### src/rtl/irq_pkg.sv
// Shared definitions for the interrupt controller slice.
// Register offsets (word offset = Addr[1:0]), CPU interrupt vector width,
// CAUSE register field positions and the device base address used by the
// Bridge decoder.
package irq_pkg;

   typedef enum logic [1:0] {
      OFF_PEND  = 2'd0,
      OFF_MASK  = 2'd1,
      OFF_MODE  = 2'd2,
      OFF_CAUSE = 2'd3
   } reg_off_e;

   localparam int unsigned N_HWINT = 6;

   // CAUSE = {valid, cnt[22:0], count_sat, 4'b0, idx[2:0]}
   localparam int unsigned CAUSE_VALID_BIT = 31;
   localparam int unsigned CAUSE_CNT_MSB   = 30;
   localparam int unsigned CAUSE_CNT_LSB   = 8;
   localparam int unsigned CAUSE_CNT_W     = 23;
   localparam int unsigned CAUSE_SAT_BIT   = 7;
   localparam int unsigned CAUSE_IDX_MSB   = 2;
   localparam int unsigned CAUSE_IDX_W     = 3;

   localparam logic [31:0] IRQ_BASE_ADDR = 32'h0000_7F20;

endpackage

### src/rtl/irq_prio_enc.sv
// Lowest-index priority encoder, purely combinational.
// Ports:
//   req   - request vector (N_SRC bits)
//   idx   - index of the lowest-numbered set bit (0 when none set)
//   valid - any bit of req set
module irq_prio_enc
   import irq_pkg::*;
#(
   parameter int unsigned N_SRC = 6
) (
   input  logic [N_SRC-1:0]       req,
   output logic [CAUSE_IDX_W-1:0] idx,
   output logic                   valid
);

   logic found;

   always_comb begin
      idx   = '0;
      found = 1'b0;
      for (int unsigned i = 0; i < N_SRC; i++) begin
         if (req[i] && !found) begin
            idx   = CAUSE_IDX_W'(i);
            found = 1'b1;
         end
      end
   end

   assign valid = |req;

endmodule

### src/rtl/irq_ctrl.sv
// Memory-mapped interrupt controller between peripheral request lines and
// the CPU HWInt input. Requests are double-sampled, latched into a pending
// register (edge or level per source), masked, and priority encoded.
// Ports:
//   clk, reset      - system clock, synchronous active-low reset
//   Addr, WE, Din   - Bridge slave write side (only Addr[1:0] decoded)
//   Dout            - read data, combinational on Addr
//   irq_src         - raw asynchronous request lines
//   HWInt           - pend & mask, zero-extended to 6 bits
//   IRQ             - OR of HWInt
module irq_ctrl
   import irq_pkg::*;
#(
   parameter int unsigned N_SRC = 6,
   parameter int unsigned CNT_W = 16
) (
   input  logic               clk,
   input  logic               reset,
   input  logic [29:0]        Addr,
   input  logic               WE,
   input  logic [31:0]        Din,
   output logic [31:0]        Dout,
   input  logic [N_SRC-1:0]   irq_src,
   output logic [N_HWINT-1:0] HWInt,
   output logic               IRQ
);

   logic [N_SRC-1:0]       s1, s2, pend, mask, mode;
   logic [N_SRC-1:0]       rise, clr, pend_nxt, act, ev;
   logic [CNT_W-1:0]       cnt, cnt_nxt;
   logic [CNT_W+2:0]       cnt_sum;
   logic [2:0]             inc;
   logic                   sat;
   logic                   we_pend, we_mask, we_mode, we_cause;
   logic [CAUSE_IDX_W-1:0] idx;
   logic                   valid;
   logic [CAUSE_CNT_W-1:0] cnt_field;
   logic [31:0]            cause;
   logic                   unused_bits;

   assign unused_bits = ^{Addr[29:2], Din[31:N_SRC]};

   assign we_pend  = WE && (Addr[1:0] == OFF_PEND);
   assign we_mask  = WE && (Addr[1:0] == OFF_MASK);
   assign we_mode  = WE && (Addr[1:0] == OFF_MODE);
   assign we_cause = WE && (Addr[1:0] == OFF_CAUSE);

   assign rise = s1 & ~s2;
   assign clr  = we_pend ? Din[N_SRC-1:0] : '0;
   assign act  = pend & mask;
   assign ev   = rise & mode & mask;

   // Edge bits: a same-cycle rise overrides the W1C so no event is lost.
   // Level bits simply follow the synchronised input.
   assign pend_nxt = (mode & (rise | (pend & ~clr))) | (~mode & s1);

   always_comb begin
      inc = '0;
      for (int unsigned i = 0; i < N_SRC; i++) begin
         inc = inc + {2'b00, ev[i]};
      end
   end

   // Three guard bits hold any carry past the counter width; a carry clamps.
   assign cnt_sum = {3'b000, cnt} + {{CNT_W{1'b0}}, inc};
   assign cnt_nxt = (|cnt_sum[CNT_W+2:CNT_W]) ? '1 : cnt_sum[CNT_W-1:0];

   // A saturated counter only leaves all-ones through a clear, so the flag
   // is sticky without needing its own register.
   assign sat = &cnt;

   always_ff @(posedge clk) begin
      if (!reset) begin
         s1   <= '0;
         s2   <= '0;
         pend <= '0;
         mask <= '0;
         mode <= '0;
         cnt  <= '0;
      end else begin
         s1   <= irq_src;
         s2   <= s1;
         pend <= pend_nxt;
         if (we_mask) mask <= Din[N_SRC-1:0];
         if (we_mode) mode <= Din[N_SRC-1:0];
         cnt  <= we_cause ? '0 : cnt_nxt;
      end
   end

   irq_prio_enc #(
      .N_SRC (N_SRC)
   ) u_prio (
      .req   (act),
      .idx   (idx),
      .valid (valid)
   );

   generate
      if (CNT_W >= CAUSE_CNT_W) begin : g_cnt_trunc
         assign cnt_field = cnt[CAUSE_CNT_W-1:0];
      end else begin : g_cnt_ext
         assign cnt_field = {{(CAUSE_CNT_W-CNT_W){1'b0}}, cnt};
      end
   endgenerate

   always_comb begin
      cause                              = '0;
      cause[CAUSE_VALID_BIT]             = valid;
      cause[CAUSE_CNT_MSB:CAUSE_CNT_LSB] = cnt_field;
      cause[CAUSE_SAT_BIT]               = sat;
      cause[CAUSE_IDX_MSB:0]             = idx;
   end

   always_comb begin
      Dout = '0;
      case (Addr[1:0])
         OFF_PEND:  Dout[N_SRC-1:0] = pend;
         OFF_MASK:  Dout[N_SRC-1:0] = mask;
         OFF_MODE:  Dout[N_SRC-1:0] = mode;
         OFF_CAUSE: Dout            = cause;
         default:   Dout            = '0;
      endcase
   end

   always_comb begin
      HWInt            = '0;
      HWInt[N_SRC-1:0] = act;
      IRQ              = |act;
   end

endmodule

### config.mk
export PLATFORM = sky130hd
export DESIGN_NAME = irq_ctrl
export DESIGN_NICKNAME = d
export VERILOG_FILES = /design/src/rtl/irq_pkg.sv /design/src/rtl/irq_prio_enc.sv /design/src/rtl/irq_ctrl.sv
export SDC_FILE = /design/constraint.sdc
export NUM_CORES = 1
export LEC_CHECK = 0
export CORE_MARGIN = 5
export CORE_UTILIZATION = 42
export CTS_BUF_LIST = sky130_fd_sc_hd__clkbuf_4 sky130_fd_sc_hd__clkbuf_8 sky130_fd_sc_hd__clkbuf_16
export DETAILED_ROUTE_END_ITERATION = 16
export MAX_ROUTING_LAYER = met4
export PLACE_DENSITY = 0.85
export SETUP_SLACK_MARGIN = 0.1
export SKIP_LAST_GASP = 1
export SLEW_MARGIN = 20
export SYNTH_ARGS = -nofsm -noshare
export SYNTH_HDL_FRONTEND = slang
export SYNTH_SLANG_ARGS = --single-unit
### constraint.sdc
create_clock -name clk -period 4.5 [get_ports clk]
set_input_delay 0.675 -clock clk [delete_from_list [all_inputs] [get_ports clk]]
set_output_delay 0.675 -clock clk [all_outputs]
set_load 0.02 [all_outputs]
# Word level (Yosys, flattened, before mapping)
# Index checks and enable logic that the tools add are counted.
# word_totals
regBits	46
output_inout_bits	39
wordCells	61
in_bits	71
# classes
mux	14
n_bitwise	13
add_sub_neg	6
eq_ne	3
n_reduce_logical	19
# ops
op	count
6-bit bitwise AND	7
26-bit two-way mux	1
6-bit case mux with 4 select lines	1
6-bit NOT	3
16-bit by 3-bit adder with 17-bit output	1
16-bit two-way mux	1
16-bit AND reduction	1
6-bit bitwise OR	2
3-bit by 1-bit adder with 3-bit output	3
1-bit logical AND	9
1-bit two-way mux	6
3-bit two-way mux	2
6-bit two-way mux	1
6-bit OR reduction	1
1-bit logical NOT	5
2-bit equality test, second input constant	2
2-bit two-way mux	2
2-bit by 1-bit adder with 3-bit output	1
3-bit OR reduction	1
1-bit by 1-bit adder with 2-bit output	1
2-bit by 1-bit equality test with 1-bit output, second input constant	1
2-bit logical NOT	1
2-bit OR reduction	1
1-bit NOT	1

# Depth between registers and ports, before layout
# Gate-level depths: netlist of run 1.
# depth
depth_word	18
depth_mapped	10

# By module
# Synthesis of run 1 repeated with hierarchy kept, for this count alone.
# hier_totals
hier_cells	273
area_unflattened_um2	2423.6
# by_module_without_submodules
mod	instances	cells_each	area_each_um2
irq_ctrl	1	263	2366.0
irq_prio_enc	1	10	57.6

# Worst setup path before layout of run 1
# No wires, ideal clock.
# synth_path
kind	register to register
startpoint	register mode[0]
endpoint	register cnt[10]
required_time_ns	4.374
path_stages_with_launch	11
synth_period_minus_slack_ns	3.192
n_path_buf	0
arrival_ns	3.066
slack_ns	1.308
path_cell_list	dfxtp_1 nand4b_1 fa_1 inv_1 fa_1 fa_1 fa_1 a21o_1 and3_1 a31oi_1 a211oi_1
# synth_via
elab_chain_len	10
# synth_lines
item	line_no	text
start, declared	irq_ctrl.sv:28	logic [N_SRC-1:0] s1, s2, pend, mask, mode;
start signal, assigned	irq_ctrl.sv:85	if (we_mode) mode <= Din[N_SRC-1:0];
6-bit bitwise AND (*) (2 in series)	irq_ctrl.sv:51	assign ev = rise & mode & mask;
1-bit by 1-bit adder with 2-bit output (*)	irq_ctrl.sv:60	inc = inc + {2'b00, ev[i]};
2-bit by 1-bit adder with 3-bit output (*)	irq_ctrl.sv:60	
3-bit by 1-bit adder with 3-bit output (*) (3 in series)	irq_ctrl.sv:60	
16-bit by 3-bit adder with 17-bit output (*)	irq_ctrl.sv:65	assign cnt_sum = {3'b000, cnt} + {{CNT_W{1'b0}}, inc};
3-bit OR reduction	irq_ctrl.sv:66	assign cnt_nxt = (|cnt_sum[CNT_W+2:CNT_W]) ? '1 : cnt_sum[CNT_W-1:0];
16-bit two-way mux (*)	irq_ctrl.sv:66	
end signal, assigned	irq_ctrl.sv:86	cnt <= we_cause ? '0 : cnt_nxt;
end, declared	irq_ctrl.sv:30	logic [CNT_W-1:0] cnt, cnt_nxt;
# Every way passes the cells marked *; elsewhere a longest branch is shown, timed or not.
# A chain may end at the register's enable or synchronous reset.

# Worst setup path after layout of run 1
# layout_path
startpoint	input Addr[0]
endpoint	output Dout[4]
# layout_via
elab_chain_len	2
# layout_lines
item	line_no	text
start, declared	irq_ctrl.sv:19	input logic [29:0] Addr,
2-bit equality test, or another cell as far along	irq_ctrl.sv:116	case (Addr[1:0])
6-bit case mux with 4 select lines (*)	irq_ctrl.sv:116	
end, declared	irq_ctrl.sv:22	output logic [31:0] Dout,
# Marked as above.

==> impl_results.md, run 1 <==
- GPL Wtd Cong: 0.804
- Sw Ratio: 24.2%
- Crit path DAT: 2.90 ns
- Die span in y: 85.9 um
- CP Launch Type: primary input
- CTS Buf Count: 5
- Met1 WL: 2430 um
- Post-CTS Setup Inserts: 0
- RSZ-0062 raised after global routing: false
- Multi-input logic area: 0.00138 sq mm
- Asr flop ratio synth: 0%
- P&R area growth vs syn: 24.5%
- Setup TNS: 0 ns
- Register area share after synthesis: 38.0%
- Diodes inserted: 0
- Sw power: 0.184 mW
- Layout cells sized above 1: 6.65%
- Initial antenna violation count: 0
- Met2 WL post-DR: 2820 um
- Combinational power share: 9.8%
- CTS Root Cell: clkbuf_8
- Synth unique cells: 47
- Setup WS pre-CTS: 0.922 ns
- Largest net degree at the start of global routing: 33
- Worst-path fanout max: 22
- Clock skew: 0.00692 ns
- Synthesized instance count: 271
- # hold bufs at CTS: 0
- Die Width: 85.9 um
- Port-buffer cells: 47
- Endpoints failing setup: 0
- DR iter-0 viols: 118
- Cell Int Power: 0.576 mW
- Seq. cell area: 921 sq um
- Crit share post-route: 79.4%
- Status: complete, no violations
- Max-slew headroom at the worst pin: 41.0%
- Critical Path End Type: output pin
- Post-CTS sizing: 0
- Antenna Nets Post-Route: 0
- Top Ports: 110
- TritonRoute pass-1 iters: 4
- Clock latency on the worst-skew pair: 0.30 ns
- Average size of a mapped cell: 8.94 sq um
- Flop pwr share: 56.1%
- Max Root-Sink Buffers: 2
- Via/cell ratio: 5.38
- Final wirelength: 5630 um
- # fillers: 532
- Via count: 2089
- Fmax achieved: 280 MHz
- Met3 routed WL: 328 um
- Measured slew at the worst slew-check pin: 0.882 ns
- Global-route wire length before repair: 9400 um
- Vias in the first global route: 2038
- Critical Path RT: 3.83 ns
- Clock transition at path regs: 0.08 ns
- DR top layer: met4
- Clock Sinks: 46
- Period minus WS final: 3.57 ns
- TritonCTS clock tree: yes
- Syn. warnings: 0
- Post-Syn Area: 0.00242 sq mm
- Max-slew violations: 0
- Die area: 0.00739 sq mm
- Clock power share: 34.2%
- Nets: 393
- CTS H-tree lvls: 2
- Worst Path Class, Setup: primary input to output pin
- Max IR drop VDD: 196 uV
- FF+latch count, synth: 46
- Core area: 0.00554 sq mm
- Max-Cap Viols: 0
- Hpwl dp: 4140 um
- WL per Instance: 14.5 um
- Hold Crit Class: flip-flop to flip-flop
- Total congestion overflow: 0
- Post-synth EDFFs: 0
- Final worst-path setup slack: 0.926 ns
- Cell Rows: 27
- Total GRT Usage: 16.0%
- Total leakage power: 1.25 nW
- Main synth FF type: dfxtp_1
- PwrDens: 252 mW/mm^2
- DRC: 0
- Starting Density: 43.7%
- Final hold viol count: 0
==> power groups by stage <==
stage,logic (mW),registers [mW],clock network [mW]
5_1_grt,0.0815,0.427,0.282
3_5_place_dp,0.0744,0.435,0
6_report,0.0744,0.426,0.260
4_1_cts,0.0748,0.426,0.266
2_1_floorplan,0.0482,0.433,0
3_3_place_gp,0.0729,0.435,0
==> cell families after synthesis <==
logic type / after synthesis / share of synthesized area (%)
simple gates: 120 / 28.7
compound gates: 51 / 13.2
flops: 46 / 38.0
buf+inv: 27 / 5.99
mux: 12 / 6.51
fa+ha+maj: 7 / 4.86
xor+xnor: 7 / 2.53
other cells: 1 / 0.155
==> worst max-delay path, cell delays in order <==
cell and delay [ns]:
clkdlybuf4s50_1 0.99, buf_4 0.27, mux2i_1 0.07, o21ai_0 0.22, clkdlybuf4s50_1 0.66
==> metal layers <==
layer,global-route usage (%),vias up
met5,-,-
met4,4.89,0
met3,4.03,5
met2,26.3,62
met1,19.3,981
li1,-,1041
==> flip-flops by register name, indices dropped and copies added, names as in the netlist <==
name / cells
mask: 6
pend: 6
s1: 6
mode: 6
s2: 6
cnt: 16
==> per-stage QoR <==
stage / power [mW] / instance area (sq um) / instances / utilization (%) / hold WS, ns
finish: 0.760 / 3020 / 388 / 54.4 / 0.487
CTS: 0.766 / 3020 / 388 / 54.4 / 0.491
global route: 0.791 / 3020 / 388 / 54.4 / 0.511
detailed placement: 0.510 / 2920 / 380 / 52.7 / 0.471
global placement: 0.507 / 2920 / 380 / 52.7 / 0.461
floorplan: 0.481 / 2450 / 278 / - / 0.445
==> synth_stat cells (6+ instances only) <==
| library cell | instances | area share (%) |
|---|---|---|
| a21o_1 | 7 | 2.2 |
| and3_1 | 17 | 4.4 |
| nor2b_1 | 10 | 2.6 |
| a21boi_0 | 6 | 1.9 |
| clkbuf_1 | 9 | 1.4 |
| dfxtp_1 | 46 | 38 |
| and2_1 | 21 | 5.4 |
| mux2i_1 | 9 | 3.7 |
| nand3_1 | 16 | 3.3 |
| nand2_1 | 27 | 4.2 |
| a21oi_1 | 20 | 4.1 |
| buf_4 | 9 | 2.8 |
==> placed cells by master (no fill, tap or decap), types with 5 or more instances in the layout <==
master | Yosys | routed
a21boi_0 | 6 | 6
a21o_1 | 7 | 7
a21oi_1 | 20 | 20
a31oi_1 | 5 | 5
and2_1 | 21 | 21
and3_1 | 17 | 17
buf_4 | 9 | 5
clkbuf_8 | 0 | 6
clkdlybuf4s50_1 | 0 | 47
conb_1 | 1 | 8
dfxtp_1 | 46 | 46
inv_1 | 5 | 5
mux2i_1 | 9 | 9
nand2_1 | 27 | 27
nand3_1 | 16 | 16
nor2b_1 | 10 | 10
xnor2_1 | 5 | 5
==> path summary, 6_finish.rpt <==
path | start | end | slack, ns | cells past startpoint
max | Addr[0] | Dout[4] | 0.93 | 5
min | s2[2] | pend[2] | 0.49 | 2
min reg2reg | s2[2] | pend[2] | 0.49 | 2
max reg2reg | mode[0] | cnt[1] | 0.95 | 9
==> layout make-up <==
type	count	share of cell area, %
Clock buffer	6	2.74
Sequential cell	46	30.5
Timing Repair Buffer	52	16.8
Multi-Input combinational cell	205	45.9
Clock inverter	2	0.415
Inverter	5	0.622
Tap cell	72	2.99
Note: power is estimated with default switching activity, not from simulation.
==> inputs of run 2 (changes only) <==
CORE_UTILIZATION = 38   (was 42)
PLACE_DENSITY = 0.81   (was 0.85)
clock period = 3 ns   (was 4.5 ns; I/O delays follow)
==> impl_results.md, run 2 (synthesis gave the netlist of run 1 again) <==
- Status: complete, but fails checks
- Failing checks: setup timing
- Total congestion overflow: 0
- Finished Core Util: 50.7%
- Final Power: 1.15 mW
- WL per Instance: 15.0 um
- Critical Path End Type: flip-flop
- Global-route wire length before repair: 9990 um
- Worst-path fanout max: 7
- Final wirelength: 6090 um
- Crit path DAT: 3.26 ns
- Top reg by flops: cnt
- Fmax achieved: 322 MHz
- Die area: 0.00807 sq mm
- Die span in y: 89.8 um
- CTS Buf Count: 5
- Total GRT Usage: 15.0%
- Largest net degree at the start of global routing: 27
- Critical Path RT: 3.16 ns
- Antenna Nets Post-Route: 0
- Design Area, Final: 0.00318 sq mm
- Worst Path Class, Setup: flip-flop to flip-flop
- Area after DPL: 0.00302 sq mm
- Period minus WS final: 3.10 ns
- Crit share post-route: 103%
- Cell family with most CP delay: adder cells
- Dpl cells: 395
- Hold Crit Class: flip-flop to flip-flop
- Die Width: 89.8 um
- Worst-path cell chain: nand4b_1 -> fa_1 -> inv_1 -> fa_1 -> fa_2 -> fa_2 -> a21o_4 -> buf_4 -> a31oi_4 -> a311oi_2
- CP Launch Type: flip-flop
- Commonest cells after routing, fill and taps aside: 47 x clkdlybuf4s50_1, 41 x dfxtp_1, 27 x nand2_1
- Worst Path Buf+Inv: 2
- TritonCTS clock tree: yes
- Final hold viol count: 0
- Core area: 0.00628 sq mm
- Clock transition at path regs: 0.10 ns
- Setup WS pre-CTS: -0.142 ns
- WHS: 0.494 ns
- CTS H-tree lvls: 2
- DR iter-0 viols: 135
- Via/cell ratio: 5.35
- Clock Sinks: 46
- Slowest cell on crit path: fa_1
- Clock latency on the worst-skew pair: 0.31 ns
- CTS Root Cell: clkbuf_8
- Layout cells sized above 1: 14.0%
- Nets: 406
- Crit path largest cell delay: 0.55 ns
- Hpwl dp: 4420 um
- Initial antenna violation count: 0
- Starting Density: 38.6%
- Max IR drop VDD: 186 uV
- Final worst-path setup slack: -0.102 ns
- DRC: 0
- Total leakage power: 1.31 nW
- Vias in the first global route: 2079
- Measured slew at the worst slew-check pin: 0.586 ns
- Setup TNS: -0.387 ns
- GPL Wtd Cong: 0.802
- PwrDens: 361 mW/mm^2
- Number of flip-flops in the largest register: 16
- P&R area growth vs syn: 31.4%
- Max-slew headroom at the worst pin: 60.8%
- RSZ-0062 raised after global routing: true
- Max-slew violations: 0
- Top Ports: 110
- Via count: 2173
- Cell Rows: 29
- Max Root-Sink Buffers: 2
- Clock skew: 0.0150 ns
- Endpoints failing setup: 13
- Diodes inserted: 0
- Port-buffer cells: 47
- Most common cell after layout, fill and taps aside: clkdlybuf4s50_1
- Non-filler cells, final: 406
- TritonRoute pass-1 iters: 4
- Max-Cap Viols: 0
## run 2: changes by cell type in the layout (fill, tap and decap cells not counted), moves of 2 or more
cell,previous run,this run
buf_4,5,16
dfxtp_1,46,41
dfxtp_2,0,5
fa_1,4,2
fa_2,0,2
## run 2: worst paths after layout
check                            from       to  slack [ns]  cells after the start
worst min-delay path            s1[2]    s2[2]        0.49                      1
worst min register to register  s1[2]    s2[2]        0.49                      1
worst max-delay path            s2[3]  cnt[14]       -0.10                     10
worst max register to register  s2[3]  cnt[14]       -0.10                     10
## run 2: timing repair
action / CTS / global route
gates cloned: 0 / 0
pin swaps: 3 / 2
gates resized for setup: 2 / 7
setup endpoints to repair: 16 / 17
buffers inserted: 1 / 2
hold buffers: 0 / 0
## run 2: layout make-up
class | count | area (sq um)
clock inverter | 3 | 23.8
multi-input combinational | 205 | 1430
clock buffer | 5 | 68.8
tap | 77 | 96.3
inverter | 5 | 18.8
sequential | 46 | 927
timing repair buffer | 65 | 622
fill | 579 | 3090
## run 2: power by group
part / switching (mW) / total [mW] / internal, mW
sequential: 0.0115 / 0.639 / 0.627
combinational: 0.0634 / 0.121 / 0.0573
clock: 0.224 / 0.391 / 0.167
total: 0.299 / 1.15 / 0.851
## run 2: routing by layer
| layer | vias up | global-route usage [%] | wire length (um) |
|---|---|---|---|
| met4 | 0 | 4.03 | 88 |
| met1 | 1039 | 18.4 | 2530 |
| met3 | 9 | 2.59 | 244 |
| met2 | 65 | 25.4 | 3220 |
| met5 | - | - | 0 |
| li1 | 1060 | - | - |
